[src/rtl/adc_reader.sv]
// Dual-channel serial ADC sequencer: pulses convert-start, waits out BUSY, clocks DATA_BITS out of both channels.
// Results appear DATA_BITS*2*SCLK_DIV + handshake cycles after start; start is ignored while busy.
module adc_reader #(
  parameter int DATA_BITS    = 16,
  parameter int CNV_LOW      = 4,
  parameter int SCLK_DIV     = 4,
  parameter int BUSY_TIMEOUT = 255
) (
  input  logic                 CLK,
  input  logic                 RST,
  input  logic                 start,
  output logic                 CNVST_ADC,
  output logic                 CS_ADC,
  output logic                 SCLK_ADC,
  input  logic                 BUSY_ADC,
  input  logic                 DOUTA_ADC,
  input  logic                 DOUTB_ADC,
  output logic [DATA_BITS-1:0] data_a,
  output logic [DATA_BITS-1:0] data_b,
  output logic                 valid,
  output logic                 busy,
  output logic                 err
);

  localparam logic [2:0] S_IDLE    = 3'd0;
  localparam logic [2:0] S_CONV    = 3'd1;
  localparam logic [2:0] S_WAIT_HI = 3'd2;
  localparam logic [2:0] S_WAIT_LO = 3'd3;
  localparam logic [2:0] S_SHIFT   = 3'd4;
  localparam logic [2:0] S_DONE    = 3'd5;

  localparam int PH_MAX = (CNV_LOW > SCLK_DIV) ? CNV_LOW : SCLK_DIV;
  localparam int PW     = $clog2(PH_MAX + 1);
  localparam int TW     = $clog2(BUSY_TIMEOUT + 1);
  localparam int BW     = $clog2(DATA_BITS + 1);

  localparam logic [PW-1:0] CNV_LAST  = PW'(CNV_LOW - 1);
  localparam logic [PW-1:0] HALF_LAST = PW'(SCLK_DIV - 1);
  localparam logic [PW-1:0] PH_ONE    = PW'(1);
  localparam logic [TW-1:0] TMO_LAST  = TW'(BUSY_TIMEOUT - 1);
  localparam logic [TW-1:0] TMO_ONE   = TW'(1);
  localparam logic [BW-1:0] BIT_LAST  = BW'(DATA_BITS - 1);
  localparam logic [BW-1:0] BIT_ONE   = BW'(1);

  logic [2:0]           state;
  logic [PW-1:0]        ph_cnt;
  logic [TW-1:0]        tmo_cnt;
  logic [BW-1:0]        bit_cnt;
  logic [DATA_BITS-1:0] sr_a;
  logic [DATA_BITS-1:0] sr_b;
  logic                 busy_meta;
  logic                 busy_sync;

  assign busy = (state != S_IDLE);

  always_ff @(posedge CLK or posedge RST) begin
    if (RST) begin
      state     <= S_IDLE;
      CNVST_ADC <= 1'b1;
      CS_ADC    <= 1'b1;
      SCLK_ADC  <= 1'b1;
      ph_cnt    <= '0;
      tmo_cnt   <= '0;
      bit_cnt   <= '0;
      sr_a      <= '0;
      sr_b      <= '0;
      data_a    <= '0;
      data_b    <= '0;
      valid     <= 1'b0;
      err       <= 1'b0;
      busy_meta <= 1'b0;
      busy_sync <= 1'b0;
    end else begin
      busy_meta <= BUSY_ADC;
      busy_sync <= busy_meta;
      valid     <= 1'b0;
      err       <= 1'b0;
      case (state)
        S_IDLE: begin
          if (start) begin
            state     <= S_CONV;
            CNVST_ADC <= 1'b0;
            ph_cnt    <= '0;
          end
        end
        S_CONV: begin
          if (ph_cnt == CNV_LAST) begin
            CNVST_ADC <= 1'b1;
            state     <= S_WAIT_HI;
            tmo_cnt   <= '0;
          end else begin
            ph_cnt <= ph_cnt + PH_ONE;
          end
        end
        S_WAIT_HI: begin
          if (busy_sync) begin
            state   <= S_WAIT_LO;
            tmo_cnt <= '0;
          end else if (tmo_cnt == TMO_LAST) begin
            state <= S_IDLE;
            err   <= 1'b1;
          end else begin
            tmo_cnt <= tmo_cnt + TMO_ONE;
          end
        end
        S_WAIT_LO: begin
          if (!busy_sync) begin
            state    <= S_SHIFT;
            CS_ADC   <= 1'b0;
            SCLK_ADC <= 1'b0;
            ph_cnt   <= '0;
            bit_cnt  <= '0;
          end else if (tmo_cnt == TMO_LAST) begin
            state <= S_IDLE;
            err   <= 1'b1;
          end else begin
            tmo_cnt <= tmo_cnt + TMO_ONE;
          end
        end
        S_SHIFT: begin
          // Data is captured on the edge that raises SCLK; the ADC updates DOUT while SCLK is low.
          if (ph_cnt != HALF_LAST) begin
            ph_cnt <= ph_cnt + PH_ONE;
          end else begin
            ph_cnt <= '0;
            if (!SCLK_ADC) begin
              SCLK_ADC <= 1'b1;
              sr_a     <= {sr_a[DATA_BITS-2:0], DOUTA_ADC};
              sr_b     <= {sr_b[DATA_BITS-2:0], DOUTB_ADC};
            end else if (bit_cnt == BIT_LAST) begin
              CS_ADC <= 1'b1;
              state  <= S_DONE;
            end else begin
              SCLK_ADC <= 1'b0;
              bit_cnt  <= bit_cnt + BIT_ONE;
            end
          end
        end
        S_DONE: begin
          data_a <= sr_a;
          data_b <= sr_b;
          valid  <= 1'b1;
          state  <= S_IDLE;
        end
        default: state <= S_IDLE;
      endcase
    end
  end

endmodule

[config.mk]
export PLATFORM = sky130hd
export DESIGN_NAME = adc_reader
export DESIGN_NICKNAME = d
export VERILOG_FILES = /design/src/rtl/adc_reader.sv
export SDC_FILE = /design/constraint.sdc
export NUM_CORES = 1
export LEC_CHECK = 0
export CAP_MARGIN = 20
export CELL_PAD_IN_SITES_DETAIL_PLACEMENT = 1
export CELL_PAD_IN_SITES_GLOBAL_PLACEMENT = 2
export CORE_UTILIZATION = 28
export DETAILED_ROUTE_END_ITERATION = 6
export DONT_BUFFER_PORTS = 1
export GPL_TIMING_DRIVEN = 0
export PLACE_DENSITY = 0.67
export RECOVER_POWER = 100
export SLEW_MARGIN = 10
export SYNTH_ARGS = -nofsm -noshare
export SYNTH_HDL_FRONTEND = slang
export SYNTH_SLANG_ARGS = --single-unit
[constraint.sdc]
create_clock -name CLK -period 2.6 [get_ports CLK]
set_input_delay 0.39 -clock CLK [delete_from_list [all_inputs] [get_ports CLK]]
set_output_delay 0.39 -clock CLK [all_outputs]
set_load 0.03 [all_outputs]
==> reports/results.md, run 1 <==
- result of the run: finished, final reports clean
- synthesized area divided by synthesized cell count: 13.1 um^2
- RSZ-0062 raised after global routing: false
- cell taking the most area after synthesis: dfrtp_1
- placement-stage cell area: 0.00410 mm^2
- Final Max Slew Viols: 0
- clock latency of the later-clocked register in the worst-skew pair: 0.34 ns
- DR iter-0 viols: 60
- final hold viol count: 0
- detailed-routing iteration count for the pre-antenna-repair pass: 4
- Port Buf Inserts: 0
- Async SR Flop Fraction: 100%
- leading cell types by total area after synthesis: dfrtp_1 57%, mux2_2 18%, ha_1 2.3%, dfstp_2 2.1%, a22o_1 1.6%
- Synth cell types: 42
- cell with the most instances after synthesis: dfrtp_1
- Final Wtd Congestion: 0.765
- largest clock skew in the final design: 0.00567 ns
- area of all sequential standard cells: 0.00226 mm^2
- worst-case clock buffer depth: 2
- fill cell total of the finished layout: 1424
- min Tclk post-route: 2.24 ns
- detailed-route DRC error count: 0
- Required @ worst endpoint: 2.82 ns
- most frequent cells after synthesis: 87 x dfrtp_1, 60 x mux2_2, 13 x inv_1
- clock sinks: 90
- Final Setup Violations: 0
- post-cts sizing count: 0
- total track usage: 11.9%
- cell with the largest stage delay on the worst path: nor3b_4
- # diodes: 0
- worst-case vdd ir drop: 0.316 mV
- layout cell share with drive strength beyond 1: 27.8%
- die area: 0.0142 mm^2
- launch point of the critical path: ph_cnt[0]
- DRT antenna net count: 0
- Startpoint Class: flip-flop
- post-synthesis register bit count: 90
- pin count of the biggest net entering global routing: 35
- critical path's most frequent cell: ha_1
- Pleak: 2.10 nW
- transition at the pin with the smallest max-transition slack: 1.30 ns
- TritonCTS clock tree: built
- share of the cycle needed by the critical path after routing: 86.2%
- floorplan die height: 119 um
- Yosys top cell area share: 56.8%
- relative area change from synthesis to final layout: 14.8%
- reported max-cap violation count: 0
- beginning of the worst hold path: BUSY_ADC
- YS warnings: 0
- summed negative setup slack over all endpoints: 0 ns
- Reg2Reg Launch Point: ph_cnt[0]
- wire length reported by the detailed router: 7.63 mm
- crit path kind: reg2reg
- width of the die: 119 um
- Std-Cell Core Area: 0.0133 mm^2
- number of buffers added by the clock tree synthesis step: 9
- quantity of hold-fixing buffers added after cts: 0
- worst hold path stage count: 0
- post-synthesis cell area: 0.00383 mm^2
- detail-routed net length per standard cell: 15.7 um
- top flip-flop cell by instance count after synthesis: dfrtp_1
- number of flops mapped to enable cells by yosys: 0
- via count: 2273
- r2r worst-path depth: 6
- detail-routed via count per cell: 4.69
- Setup Fix Bufs, Post-CTS: 0
- effective utilization at floorplan: 28.8%
- Arr. time, crit path: 2.46 ns
- worst slew margin relative to its limit: 12.9%
- Mapped Nets: 305
- number of levels in the clock H-tree: 3
- Peak Freq: 446 MHz
- global-route wire length before repair: 13.0 mm
- Final Power: 3.77 mW
- largest stage delay on the critical path: 0.45 ns
- leftover overflow at the end of global routing: 0
- area used by multi-input combinational logic: 0.00145 mm^2
- number of I/O pins: 44
- clock root buffer master: clkbuf_16
- cell row count: 42
- sequential element share of the synthesized area: 58.9%
- critical-path cell list: ha_1, ha_1, clkbuf_1, nor3b_4, buf_6, mux2_2
- Setup crit end kind: flip-flop
- post-detailed-placement half-perimeter wirelength: 5.42 mm
- Design Area, Final: 0.00440 mm^2
- via count of the first global-routing pass: 2500
- number of antenna violations at the first check in global routing: 0
- min-delay worst type: in2reg
- final layout net count: 318
- power density over the cells: 857 mW/mm^2
- cells after synthesis: 292
- critical path peak fanout: 10
- Reg clk slew, reported paths: 0.06 ns
[cells in the final DEF, fill, tap and decap left out, types with 2 or more instances in the layout]
| cell | n |
|---|---|
| clkbuf_8 | 5 |
| and3_1 | 2 |
| nand3_1 | 8 |
| nand4_1 | 3 |
| mux2_1 | 5 |
| a21o_1 | 4 |
| ha_1 | 7 |
| nor2b_1 | 5 |
| a221oi_1 | 2 |
| nand2b_1 | 3 |
| mux2i_1 | 2 |
| mux2_2 | 60 |
| or4_1 | 2 |
| or3_1 | 2 |
| o21ai_0 | 8 |
| nor2_1 | 11 |
| nor3_1 | 7 |
| clkbuf_16 | 9 |
| buf_6 | 3 |
| a22o_1 | 7 |
| a21oi_1 | 9 |
| nand2_1 | 11 |
| clkbuf_1 | 9 |
| o22ai_1 | 2 |
| clkbuf_2 | 2 |
| dfstp_1 | 3 |
| dfrtp_1 | 87 |
| inv_1 | 12 |
[sequential cells by signal, indices dropped and copies added, names as in the netlist]
signal     count
ph_cnt         3
SCLK_ADC       1
state          3
bit_cnt        5
data_b        16
data_a        16
tmo_cnt        8
valid          1
busy_meta      1
busy_sync      1
sr_a          16
sr_b          16
err            1
CNVST_ADC      1
CS_ADC         1
[final timing paths]
path                       slack [ns]         end
setup / recovery                 0.36     sr_b[5]
hold reg to reg                  0.36   busy_sync
max in group asynchronous        0.81  data_b[12]
setup reg to reg                 0.36     sr_b[5]
min in group asynchronous        0.21  data_a[15]
hold / removal                   0.08   busy_meta
[cells by family (layout without fill, tap and decap cells)]
logic type                 Yosys count  after routing  share of synthesized area [%]
adders and majority gates            7              7                           2.29
xor gates and xnor gates             1              1                          0.229
buffers and inverters               27             44                           3.40
AOI/OAI and AO/OA                   39             39                           6.92
DFF                                 90             90                           58.9
muxes                               67             67                           19.6
and+or+nand+nor                     61             61                           8.68
[report_power, final]
| group | internal [mW] | switching, mW |
|---|---|---|
| Sequential | 1.51 | 0.161 |
| Combinational | 0.290 | 0.441 |
| Clock | 0.870 | 0.499 |
| Total | 2.67 | 1.10 |
[per-stage QoR]
stage / hold WS, ns / instances / setup WS (ns) / util (%)
after floorplan: 0.331 / 292 / 0.686 / -
after global placement: 0.340 / 468 / 0.383 / 30.5
after detailed placement: 0.356 / 470 / 0.317 / 30.8
after CTS: 0.00603 / 485 / 0.301 / 33.2
after global routing: 0.0550 / 485 / 0.153 / 33.1
final: 0.0794 / 485 / 0.359 / 33.1
[critical path, delay by kind of cell (launching register included)]
family / cells / cell delay, ns
fa+ha+maj: 2 / 0.36
simple gates: 1 / 0.45
flops: 1 / 0.37
mux: 1 / 0.35
buf+inv: 2 / 0.58
[routing by layer]
| layer | up-vias | wire length [um] | GRT usage (%) |
|---|---|---|---|
| met5 | - | 0 | 0 |
| met1 | 1171 | 3590 | 15.5 |
| met4 | 0 | 111 | 4.27 |
| met2 | 32 | 3590 | 18.0 |
| li1 | 1061 | - | - |
| met3 | 9 | 340 | 4.45 |
[area by class of cell]
class,count,area share [%]
clock inverter,1,0.683
sequential,90,51.3
tap,176,5.01
clock buffer,14,6.68
inverter,13,1.14
timing repair buffer,2,0.569
multi-input combinational,175,32.9
buffer,14,1.76
Note: power is estimated with default switching activity, not from simulation.
==> run 2: changes to the inputs <==
Settings changed: PLACE_DENSITY 0.67 to 0.65, SLEW_MARGIN 10 to unset.
Clock period 2.6 ns to 2.4 ns, I/O delays scaled along.
==> run 2 against run 1 <==
Non-clock buffer count rose by 1. Via count rose by 1.7%. Core utilization rose by 0.24 points. Critical path type unchanged. Routed wire length rose by 2.4%. Final area rose by 0.74%. Critical endpoint is now sr_a[10]. Sequential cell count did not move. Largest power group unchanged. Clock-buffer cell count fell by 1. Sequential share of layout area fell by 0.38 points. Global-route usage rose by 0.28 points. Clock power rose by 15%.
==> reports/results.md, run 2 (synthesis gave the netlist of run 1 again) <==
- placement-stage cell area: 0.00410 mm^2, unchanged
- Post-Place Worst Slack: 0.142 ns, was 0.317 ns
- summed negative setup slack over all endpoints: 0 ns, unchanged
- RSZ-0062 raised after global routing: false, unchanged
- utilization of the core after routing: 33.3%, was 33.1%
- number of levels in the clock H-tree: 3, unchanged
- leading cell types in the layout, fill and taps excluded: 87 x dfrtp_1, 60 x mux2_2, 12 x inv_1, unchanged
- Design Area, Final: 0.00443 mm^2, was 0.00440 mm^2
- Std-Cell Core Area: 0.0133 mm^2, unchanged
- Port Buf Inserts: 0, unchanged
- via count of the first global-routing pass: 2441, was 2500
- worst-case vdd ir drop: 0.368 mV, was 0.316 mV
- relative area change from synthesis to final layout: 15.6%, was 14.8%
- critical path peak fanout: 10, unchanged
- Final Max Slew Viols: 0, unchanged
- post-detailed-placement half-perimeter wirelength: 5.43 mm, was 5.42 mm
- WL met1: 3.64 mm, was 3.59 mm
- number of buffers added by the clock tree synthesis step: 9, unchanged
- TritonCTS clock tree: built, unchanged
- via count: 2311, was 2273
- largest stage delay on the critical path: 0.45 ns, about the same
- detail-routed via count per cell: 4.74, was 4.69
- wire length reported by the detailed router: 7.81 mm, was 7.63 mm
- worst-case clock buffer depth: 2, unchanged
- Arr. time, crit path: 2.45 ns, was 2.46 ns
- global-route wire length before repair: 13.2 mm, was 13.0 mm
- top routing layer in use: met4, unchanged
- worst hold slack: 0.0455 ns, was 0.0794 ns
- reported max-cap violation count: 0, unchanged
- Placed Instances: 470, unchanged
- leftover overflow at the end of global routing: 0, unchanged
- number of antenna violations at the first check in global routing: 1, was 0
- final layout net count: 319, was 318
- Final Wtd Congestion: 0.738, was 0.765
- Met2 Wirelength: 3.68 mm, was 3.59 mm
- power density over the cells: 944 mW/mm^2, was 857 mW/mm^2
- DR iter-0 viols: 100, was 60
- cell with the largest stage delay on the worst path: nor3b_4, unchanged
- DRT antenna net count: 0, unchanged
- Peak Freq: 448 MHz, was 446 MHz
- number of I/O pins: 44, unchanged
- effective utilization at floorplan: 28.8%, unchanged
- clock latency of the later-clocked register in the worst-skew pair: 0.34 ns, about the same
- largest clock skew in the final design: 0.00442 ns, was 0.00567 ns
- layout cell share with drive strength beyond 1: 28.3%, was 27.8%
- critical-path cell list: ha_1, ha_1, clkbuf_1, nor3b_4, buf_6, mux2_2, unchanged
- fill cell total of the finished layout: 1396, was 1424
- final hold viol count: 0, unchanged
- critical path's most frequent cell: ha_1, unchanged
- total track usage: 12.2%, was 11.9%
- floorplan die height: 119 um, unchanged
- width of the die: 119 um, unchanged
- worst slew margin relative to its limit: 18.5%, was 12.9%
- transition at the pin with the smallest max-transition slack: 1.22 ns, was 1.30 ns
- detail-routed net length per standard cell: 16.0 um, was 15.7 um
- Pleak: 2.12 nW, was 2.10 nW
- Startpoint Class: flip-flop, unchanged
- pin count of the biggest net entering global routing: 34, was 35
- Reg clk slew, reported paths: 0.06 ns, about the same
- area used by multi-input combinational logic: 0.00145 mm^2, unchanged
- share of the cycle needed by the critical path after routing: 93.0%, was 86.2%
- clock root buffer master: clkbuf_16, unchanged
- minimum setup slack in the final design: 0.168 ns, was 0.359 ns
- cell row count: 42, unchanged
- Required @ worst endpoint: 2.62 ns, was 2.82 ns
- min Tclk post-route: 2.23 ns, was 2.24 ns
- metal3 WL: 409 um, was 340 um
- min-delay worst type: in2reg, unchanged
- result of the run: finished, final reports clean, unchanged
- Final Setup Violations: 0, unchanged
- crit path kind: reg2reg, unchanged
- die area: 0.0142 mm^2, unchanged
- area of all sequential standard cells: 0.00226 mm^2, unchanged
- detailed-route DRC error count: 0, unchanged
- most common cell after layout, fill and taps aside: dfrtp_1, unchanged
- clock sinks: 90, unchanged
- count of non-filler cells in the finished layout: 488, was 485
- Setup crit end kind: flip-flop, unchanged
- Final Power: 4.19 mW, was 3.77 mW
- detailed-routing iteration count for the pre-antenna-repair pass: 4, unchanged
==> run 2: cell types whose count changed in the layout (fill, tap and decap cells not counted), sizes merged <==
cell         delta
inv             +1
dlygate4sd3     +1
buf             +1
diode           +1
clkbuf          -2
bufinv          +1
==> run 2: report_power, final <==
part	internal, mW	switching, mW
clock network	1.00	0.577
registers	1.64	0.177
logic	0.317	0.475
==> run 2: final timing paths <==
kind                           start         end  slack (ns)  cells past startpoint
max                        ph_cnt[0]    sr_a[10]        0.17                      6
min                         BUSY_ADC   busy_meta        0.05                      0
max reg2reg                ph_cnt[0]    sr_a[10]        0.17                      6
min reg2reg                busy_meta   busy_sync        0.36                      0
min in group asynchronous        RST  data_a[12]        0.73                      2
max in group asynchronous        RST    SCLK_ADC        0.41                      4
==> run 2: routing by layer <==
metal  GRT usage (%)  vias up
met4            4.03        0
met2            18.2       48
met1            15.9     1187
met5               0        -
met3            4.98        7
li1                -     1069
==> run 2: layout make-up <==
cell class | count | area share [%]
buffer | 14 | 1.81
clock inverter | 3 | 1.55
tap | 176 | 4.97
timing repair buffer | 3 | 0.847
sequential | 90 | 50.9
inverter | 13 | 1.13
multi-input combinational | 175 | 32.6
clock buffer | 13 | 6.10
antenna | 1 | 0.0565
==> run 2: repair_timing <==
action                                 in CTS  in global routing
gates resized for setup                     0                  0
buffers inserted                            0                  0
setup endpoints to repair                   0                  0
endpoints found under the hold margin      24                  0
hold buffers                                1                  0
==> run 2: critical path, delay by kind of cell, from the launching register on <==
family / cells / cell delay (ns)
buffers and inverters: 2 / 0.57
and+or+nand+nor: 1 / 0.45
adders and majority gates: 2 / 0.39
DFF: 1 / 0.36
muxes: 1 / 0.35
==> variant 1 (flow settings as in run 2) <==
Change the parameter `CNV_LOW` from 4 to 16.
--- a/src/rtl/adc_reader.sv
+++ b/src/rtl/adc_reader.sv
@@ -2,7 +2,7 @@
 // Results appear DATA_BITS*2*SCLK_DIV + handshake cycles after start; start is ignored while busy.
 module adc_reader #(
   parameter int DATA_BITS    = 16,
-  parameter int CNV_LOW      = 4,
+  parameter int CNV_LOW      = 16,
   parameter int SCLK_DIV     = 4,
   parameter int BUSY_TIMEOUT = 255
 ) (
Check against the original RTL: not equivalent (a bounded check fails within 10 cycles, from zero or initial values and one cycle with RST high).
==> variant 1 against run 2 <==
Non-clock buffer count increased by 1. Sequential cell count up 2. Via count grew 17%. Design area rose by 3.6%. Area after synthesis is 7.6% higher. Sequential share of layout area is 0.69 points lower. Final cell count up 17%. Routed wire length increased by 15%. Die area up 7.4%. Total power down 8.6%. Worst setup slack got worse by 25 ps. Largest cell class unchanged. Largest power group unchanged.
==> variant 1: results (changes against run 2) <==
metric,value,unit,change
post-synth net total,386,,was 305
Place WS,90.66,ps,was 141.6 ps
type of the worst min-delay path,input port to flip-flop,,unchanged
final-layout fill cell count,1582,,was 1396
number of antenna violations at the first check in global routing,0,,was 1
"Net count, final",399,,was 319
global-route wire length before repair,15.26,mm,was 13.19 mm
Worst Slack Setup Final,142.6,ps,was 168.0 ps
element type at the critical path end,flip-flop,,unchanged
maximum VDD drop,0.0002742,V,was 0.0003679 V
core outline area,0.01410,mm^2,was 0.01330 mm^2
number of standard cells in the final layout excluding fillers,572,,was 488
total number of vias,2711,,was 2311
overall routing resource usage,13.17,%,was 12.18%
Ant. Diodes,0,,was 1
fin. max-slew vios,0,,unchanged
Worst Max-Slew Pin Slew,1333,ps,was 1216 ps
vias in the first global route,2891,,was 2441
beginning of the worst register-to-register path,ph_cnt[0]$_DFFE_PP0P_,,unchanged
maximum number of pins on one net before global-route repair,39,,was 34
number of distinct library cell variants in the gate-level netlist after synthesis,47,,was 42
synthesized area per cell,11.02,um^2,was 13.12 um^2
buffers added on ports,0,,unchanged
WL final,8.983,mm,was 7.812 mm
status,"finished, final reports clean",,unchanged
Routability Congestion,0.7318,,was 0.7381
worst r2r dst,ph_cnt[3]$_DFFE_PP0P_,,was sr_a[10]$_DFFE_PP0P_
clock slew at reported path FFs,70,ps,
largest cells by area after synthesis,"sky130_fd_sc_hd__dfrtp_1 54%, sky130_fd_sc_hd__mux2_4 11%, sky130_fd_sc_hd__nand2_1 10%, sky130_fd_sc_hd__dfstp_2 1.9%, sky130_fd_sc_hd__ha_1 1.8%",,"was sky130_fd_sc_hd__dfrtp_1 57%, sky130_fd_sc_hd__mux2_2 18%, sky130_fd_sc_hd__ha_1 2.3%, sky130_fd_sc_hd__dfstp_2 2.1%, sky130_fd_sc_hd__a22o_1 1.6%"
most common library cells after synthesis,"113 x sky130_fd_sc_hd__nand2_1, 89 x sky130_fd_sc_hd__dfrtp_1, 30 x sky130_fd_sc_hd__mux2_4",,"was 87 x sky130_fd_sc_hd__dfrtp_1, 60 x sky130_fd_sc_hd__mux2_2, 13 x sky130_fd_sc_hd__inv_1"
depth of the worst register-to-register path,7,,was 6
Leakage Power,0.002264,uW,was 0.002116 uW
type of the setup path with the least slack,flip-flop to flip-flop,,unchanged
DP HPWL,6.229,mm,was 5.430 mm
"Max FO, Critical Path",8,,was 10
placed cells,556,,was 470
fraction of layout instances using a drive strength above 1,13.01,%,was 28.30%
worst setup skew after layout,11.35,ps,was 4.418 ps
post-synthesis sequential area ratio,55.93,%,was 58.86%
DRC violation total after the first TritonRoute iteration,116,,was 100
source-to-sink clock delay at the later pin of the worst-skew pair,350,ps,
variant 1: logic make-up (layout without fill, tap and decap cells):
group,Yosys count,in the layout,synth area share [%]
and+or+nand+nor,177,177,19.54
DFF,92,92,55.93
AOI/OAI and AO/OA,36,36,5.767
muxes,36,36,12.50
buffers and inverters,24,42,3.794
adders and majority gates,6,6,1.821
xor gates and xnor gates,3,3,0.6374
variant 1: cell type report:
| cell class | count | area, um^2 | share of cell area [%] |
|---|---|---|---|
| buffer | 16 | 87.58 | 1.907 |
| clock buffer | 10 | 239.0 | 5.204 |
| clock inverter | 6 | 93.84 | 2.044 |
| inverter | 8 | 31.28 | 0.6812 |
| multi-input combinational | 258 | 1599 | 34.82 |
| sequential | 92 | 2306 | 50.22 |
| tap | 180 | 225.2 | 4.905 |
| timing repair buffer | 2 | 10.01 | 0.2180 |
variant 1: stage by stage:
step | instance area [um^2] | util (%) | power, uW | hold slack [ps]
floorplan | 4126 | - | 2133 | 331.2
global placement | 4352 | 30.87 | 2254 | 336.8
detailed placement | 4392 | 31.16 | 2279 | 350.4
CTS | 4725 | 33.52 | 3899 | 12.56
global route | 4592 | 32.58 | 4024 | 26.74
finish | 4592 | 32.58 | 3824 | 47.23
variant 1: how the worst min path moves through the flow:
stage / start / to / slack, ps / cells past startpoint
2_1_floorplan: busy_meta$_DFF_PP0_ / busy_sync$_DFF_PP0_ / 330 / 0
3_3_place_gp: busy_meta$_DFF_PP0_ / busy_sync$_DFF_PP0_ / 340 / 0
3_5_place_dp: busy_meta$_DFF_PP0_ / busy_sync$_DFF_PP0_ / 350 / 0
4_1_cts: RST / data_b[12]$_DFFE_PP0P_ / 10 / 1
5_1_grt: BUSY_ADC / busy_meta$_DFF_PP0_ / 30 / 0
6_report: BUSY_ADC / busy_meta$_DFF_PP0_ / 50 / 0
variant 1: timing repair:
item,in CTS,in global routing
hold endpoints to repair,0,0
resized for setup,0,2
setup buffers,0,0
endpoints found under the setup margin,0,3
variant 1: critical path, cell delays in order, from the launching register on:
cell and delay [ps]:
sky130_fd_sc_hd__dfrtp_1 410, sky130_fd_sc_hd__ha_1 250, sky130_fd_sc_hd__and3_1 200, sky130_fd_sc_hd__ha_1 240
sky130_fd_sc_hd__mux2_2 280, sky130_fd_sc_hd__o32a_2 240, sky130_fd_sc_hd__or4b_1 480, sky130_fd_sc_hd__nand3_1 100
variant 1: per-layer routing:
layer	share of wire (%)	wire [um]	global-route usage, %
met1	48	4273	17.52
met5	0	0	0
met2	46	4112	19.90
met4	2.0	180	6.099
met3	4.6	416	3.506
variant 1: where the power goes:
| group | total, uW | switching, uW | leakage, uW | internal [uW] |
|---|---|---|---|---|
| clock network | 1600 | 646 | 0.000165 | 955 |
| registers | 1740 | 108 | 0.00126 | 1630 |
| logic | 482 | 302 | 0.000841 | 180 |
==> variant 2 (settings of run 2) <==
Without the edit above. Add an input register stage for `start`, `BUSY_ADC`, `DOUTA_ADC` and `DOUTB_ADC`; this delays them by one clock. Comments in the files are not updated.
--- a/src/rtl/adc_reader.sv
+++ b/src/rtl/adc_reader.sv
@@ -42,6 +42,18 @@
   localparam logic [BW-1:0] BIT_LAST  = BW'(DATA_BITS - 1);
   localparam logic [BW-1:0] BIT_ONE   = BW'(1);
 
+  logic start_q;
+  logic BUSY_ADC_q;
+  logic DOUTA_ADC_q;
+  logic DOUTB_ADC_q;
+
+  always_ff @(posedge CLK) begin
+    start_q     <= start;
+    BUSY_ADC_q  <= BUSY_ADC;
+    DOUTA_ADC_q <= DOUTA_ADC;
+    DOUTB_ADC_q <= DOUTB_ADC;
+  end
+
   logic [2:0]           state;
   logic [PW-1:0]        ph_cnt;
   logic [TW-1:0]        tmo_cnt;
@@ -71,13 +83,13 @@
       busy_meta <= 1'b0;
       busy_sync <= 1'b0;
     end else begin
-      busy_meta <= BUSY_ADC;
+      busy_meta <= BUSY_ADC_q;
       busy_sync <= busy_meta;
       valid     <= 1'b0;
       err       <= 1'b0;
       case (state)
         S_IDLE: begin
-          if (start) begin
+          if (start_q) begin
             state     <= S_CONV;
             CNVST_ADC <= 1'b0;
             ph_cnt    <= '0;
@@ -125,8 +137,8 @@
             ph_cnt <= '0;
             if (!SCLK_ADC) begin
               SCLK_ADC <= 1'b1;
-              sr_a     <= {sr_a[DATA_BITS-2:0], DOUTA_ADC};
-              sr_b     <= {sr_b[DATA_BITS-2:0], DOUTB_ADC};
+              sr_a     <= {sr_a[DATA_BITS-2:0], DOUTA_ADC_q};
+              sr_b     <= {sr_b[DATA_BITS-2:0], DOUTB_ADC_q};
             end else if (bit_cnt == BIT_LAST) begin
               CS_ADC <= 1'b1;
               state  <= S_DONE;
Behaviour: not the same (a bounded check fails within 4 cycles, from zero or initial values and one cycle with RST high).
==> variant 2 against run 2 <==
First-iteration DRC count shrank 36%. Highest routed layer unchanged. Die area grew 2.1%. Total power shrank 5.9%. Worst setup slack gained 45 ps. Area after synthesis grew 2.1%. Sequential cell count grew 4. Core utilization shrank 0.065 points. Non-clock buffer count grew 1. Design area grew 0.99%. Combinational power shrank 11%. Critical path type unchanged. Global-route usage is essentially flat. Routed wire length shrank 0.15%.
==> variant 2: results (changes against run 2) <==
metric,value,unit,change
status,"finished, final reports clean",,unchanged
"Endpoint, Worst Hold",DOUTB_ADC_q$_DFF_P_,,was busy_meta$_DFF_PP0_
maximum number of pins on one net before global-route repair,42,,was 34
Routability Congestion,0.7298,,was 0.7381
post-synth net total,309,,was 305
maximum VDD drop,0.0004159,V,was 0.0003679 V
placed cells,474,,was 470
post-synthesis sequential area ratio,59.71,%,was 58.86%
post-route met1 wirelength,3.548,mm,was 3.636 mm
Place WS,132.2,ps,was 141.6 ps
"FFs w/ async S/R, synth",95.74,%,was 100.0%
global-route wire length before repair,13.39,mm,was 13.19 mm
number of antenna violations at the first check in global routing,0,,was 1
Hold Path Stages,0,,unchanged
largest cells by area after synthesis,"sky130_fd_sc_hd__dfrtp_1 56%, sky130_fd_sc_hd__mux2_2 17%, sky130_fd_sc_hd__ha_1 2.2%, sky130_fd_sc_hd__dfxtp_1 2.0%, sky130_fd_sc_hd__dfstp_2 2.0%",,"was sky130_fd_sc_hd__dfrtp_1 57%, sky130_fd_sc_hd__mux2_2 18%, sky130_fd_sc_hd__ha_1 2.3%, sky130_fd_sc_hd__dfstp_2 2.1%, sky130_fd_sc_hd__a22o_1 1.6%"
Ant. Diodes,0,,was 1
met3 routed wirelength,518,um,was 409 um
total number of vias,2355,,was 2311
data arrival time of the critical path,2410,ps,was 2450 ps
vias in the first global route,2554,,was 2441
Leakage Power,0.002122,uW,was 0.002116 uW
average wire per standard cell,15.85,um,was 16.01 um
startpoint of the tightest hold check path,DOUTB_ADC,,was BUSY_ADC
synthesized area per cell,13.22,um^2,was 13.12 um^2
number of standard cells in the final layout excluding fillers,492,,was 488
Area after DPL,0.004177,mm^2,was 0.004096 mm^2
fraction of layout instances using a drive strength above 1,28.16,%,was 28.30%
DRC violation total after the first TritonRoute iteration,64,,was 100
r2r setup slk,210,ps,was 170 ps
number of distinct library cell variants in the gate-level netlist after synthesis,43,,was 42
worst r2r dst,sr_a[4]$_DFFE_PP0P_,,was sr_a[10]$_DFFE_PP0P_
overall routing resource usage,12.17,%,was 12.18%
worst setup skew after layout,7.524,ps,was 4.418 ps
variant 2: final cells by class:
cell class                      instances  area, um^2  area share (%)
Clock inverter                          4       31.28          0.6989
Multi-Input combinational cell        175        1446           32.32
Clock buffer                           12       256.5           5.731
Buffer                                 14       80.08           1.789
Inverter                               13       50.05           1.118
Tap cell                              176       220.2           4.920
Timing Repair Buffer                    4       55.05           1.230
Sequential cell                        94        2336           52.19
variant 2: worst max path at each step:
stage | startpoint | endpoint | slack, ps
finish | ph_cnt[0]$_DFFE_PP0P_ | sr_a[4]$_DFFE_PP0P_ | 210
global route | state[1]$_DFFE_PP0P_ | data_b[11]$_DFFE_PP0P_ | 90
CTS | ph_cnt[0]$_DFFE_PP0P_ | sr_a[5]$_DFFE_PP0P_ | 80
detailed placement | ph_cnt[0]$_DFFE_PP0P_ | sr_a[5]$_DFFE_PP0P_ | 130
global placement | ph_cnt[0]$_DFFE_PP0P_ | sr_a[5]$_DFFE_PP0P_ | 140
floorplan | bit_cnt[0]$_DFFE_PP0P_ | bit_cnt[3]$_DFFE_PP0P_ | 490
variant 2: logic make-up after synthesis:
group | after synthesis | synth area share [%]
flops | 94 | 59.71
mux | 67 | 19.22
simple gates | 61 | 8.507
compound gates | 39 | 6.780
buf+inv | 27 | 3.326
fa+ha+maj | 7 | 2.238
xor+xnor | 1 | 0.2239
variant 2: through the flow:
step	hold WS [ps]	total power (uW)	utilization (%)
3_5_place_dp	202.7	2627	31.05
2_1_floorplan	316.3	2431	-
3_3_place_gp	321.7	2589	30.75
6_report	31.02	3939	33.27
4_1_cts	11.44	4033	33.26
5_1_grt	8.953	4171	33.27
variant 2: critical path, stage by stage (launching register included):
cell                       delay [ps]
sky130_fd_sc_hd__dfrtp_1          370
sky130_fd_sc_hd__ha_1             190
sky130_fd_sc_hd__ha_1             180
sky130_fd_sc_hd__clkbuf_1         370
sky130_fd_sc_hd__nor3b_4          300
sky130_fd_sc_hd__buf_12           150
sky130_fd_sc_hd__buf_6            150
sky130_fd_sc_hd__mux2_2           340
variant 2: where the power goes:
group          total (uW)  switching, uW  internal (uW)
combinational         704            418            286
sequential           1870            166           1710
clock                1360            604            761
total                3940           1190           2750
variant 2: repair_timing:
action                                 CTS  global route
hold buffers                             1             0
setup endpoints to repair                0            22
buffers inserted                         0             1
endpoints found under the hold margin   10             0
variant 2: metal layers:
metal  up-vias  global-route usage (%)
met5         -                       0
met4         0                   6.019
met3        13                   5.094
met2        42                   17.85
met1      1213                   15.36
li1       1087                       -
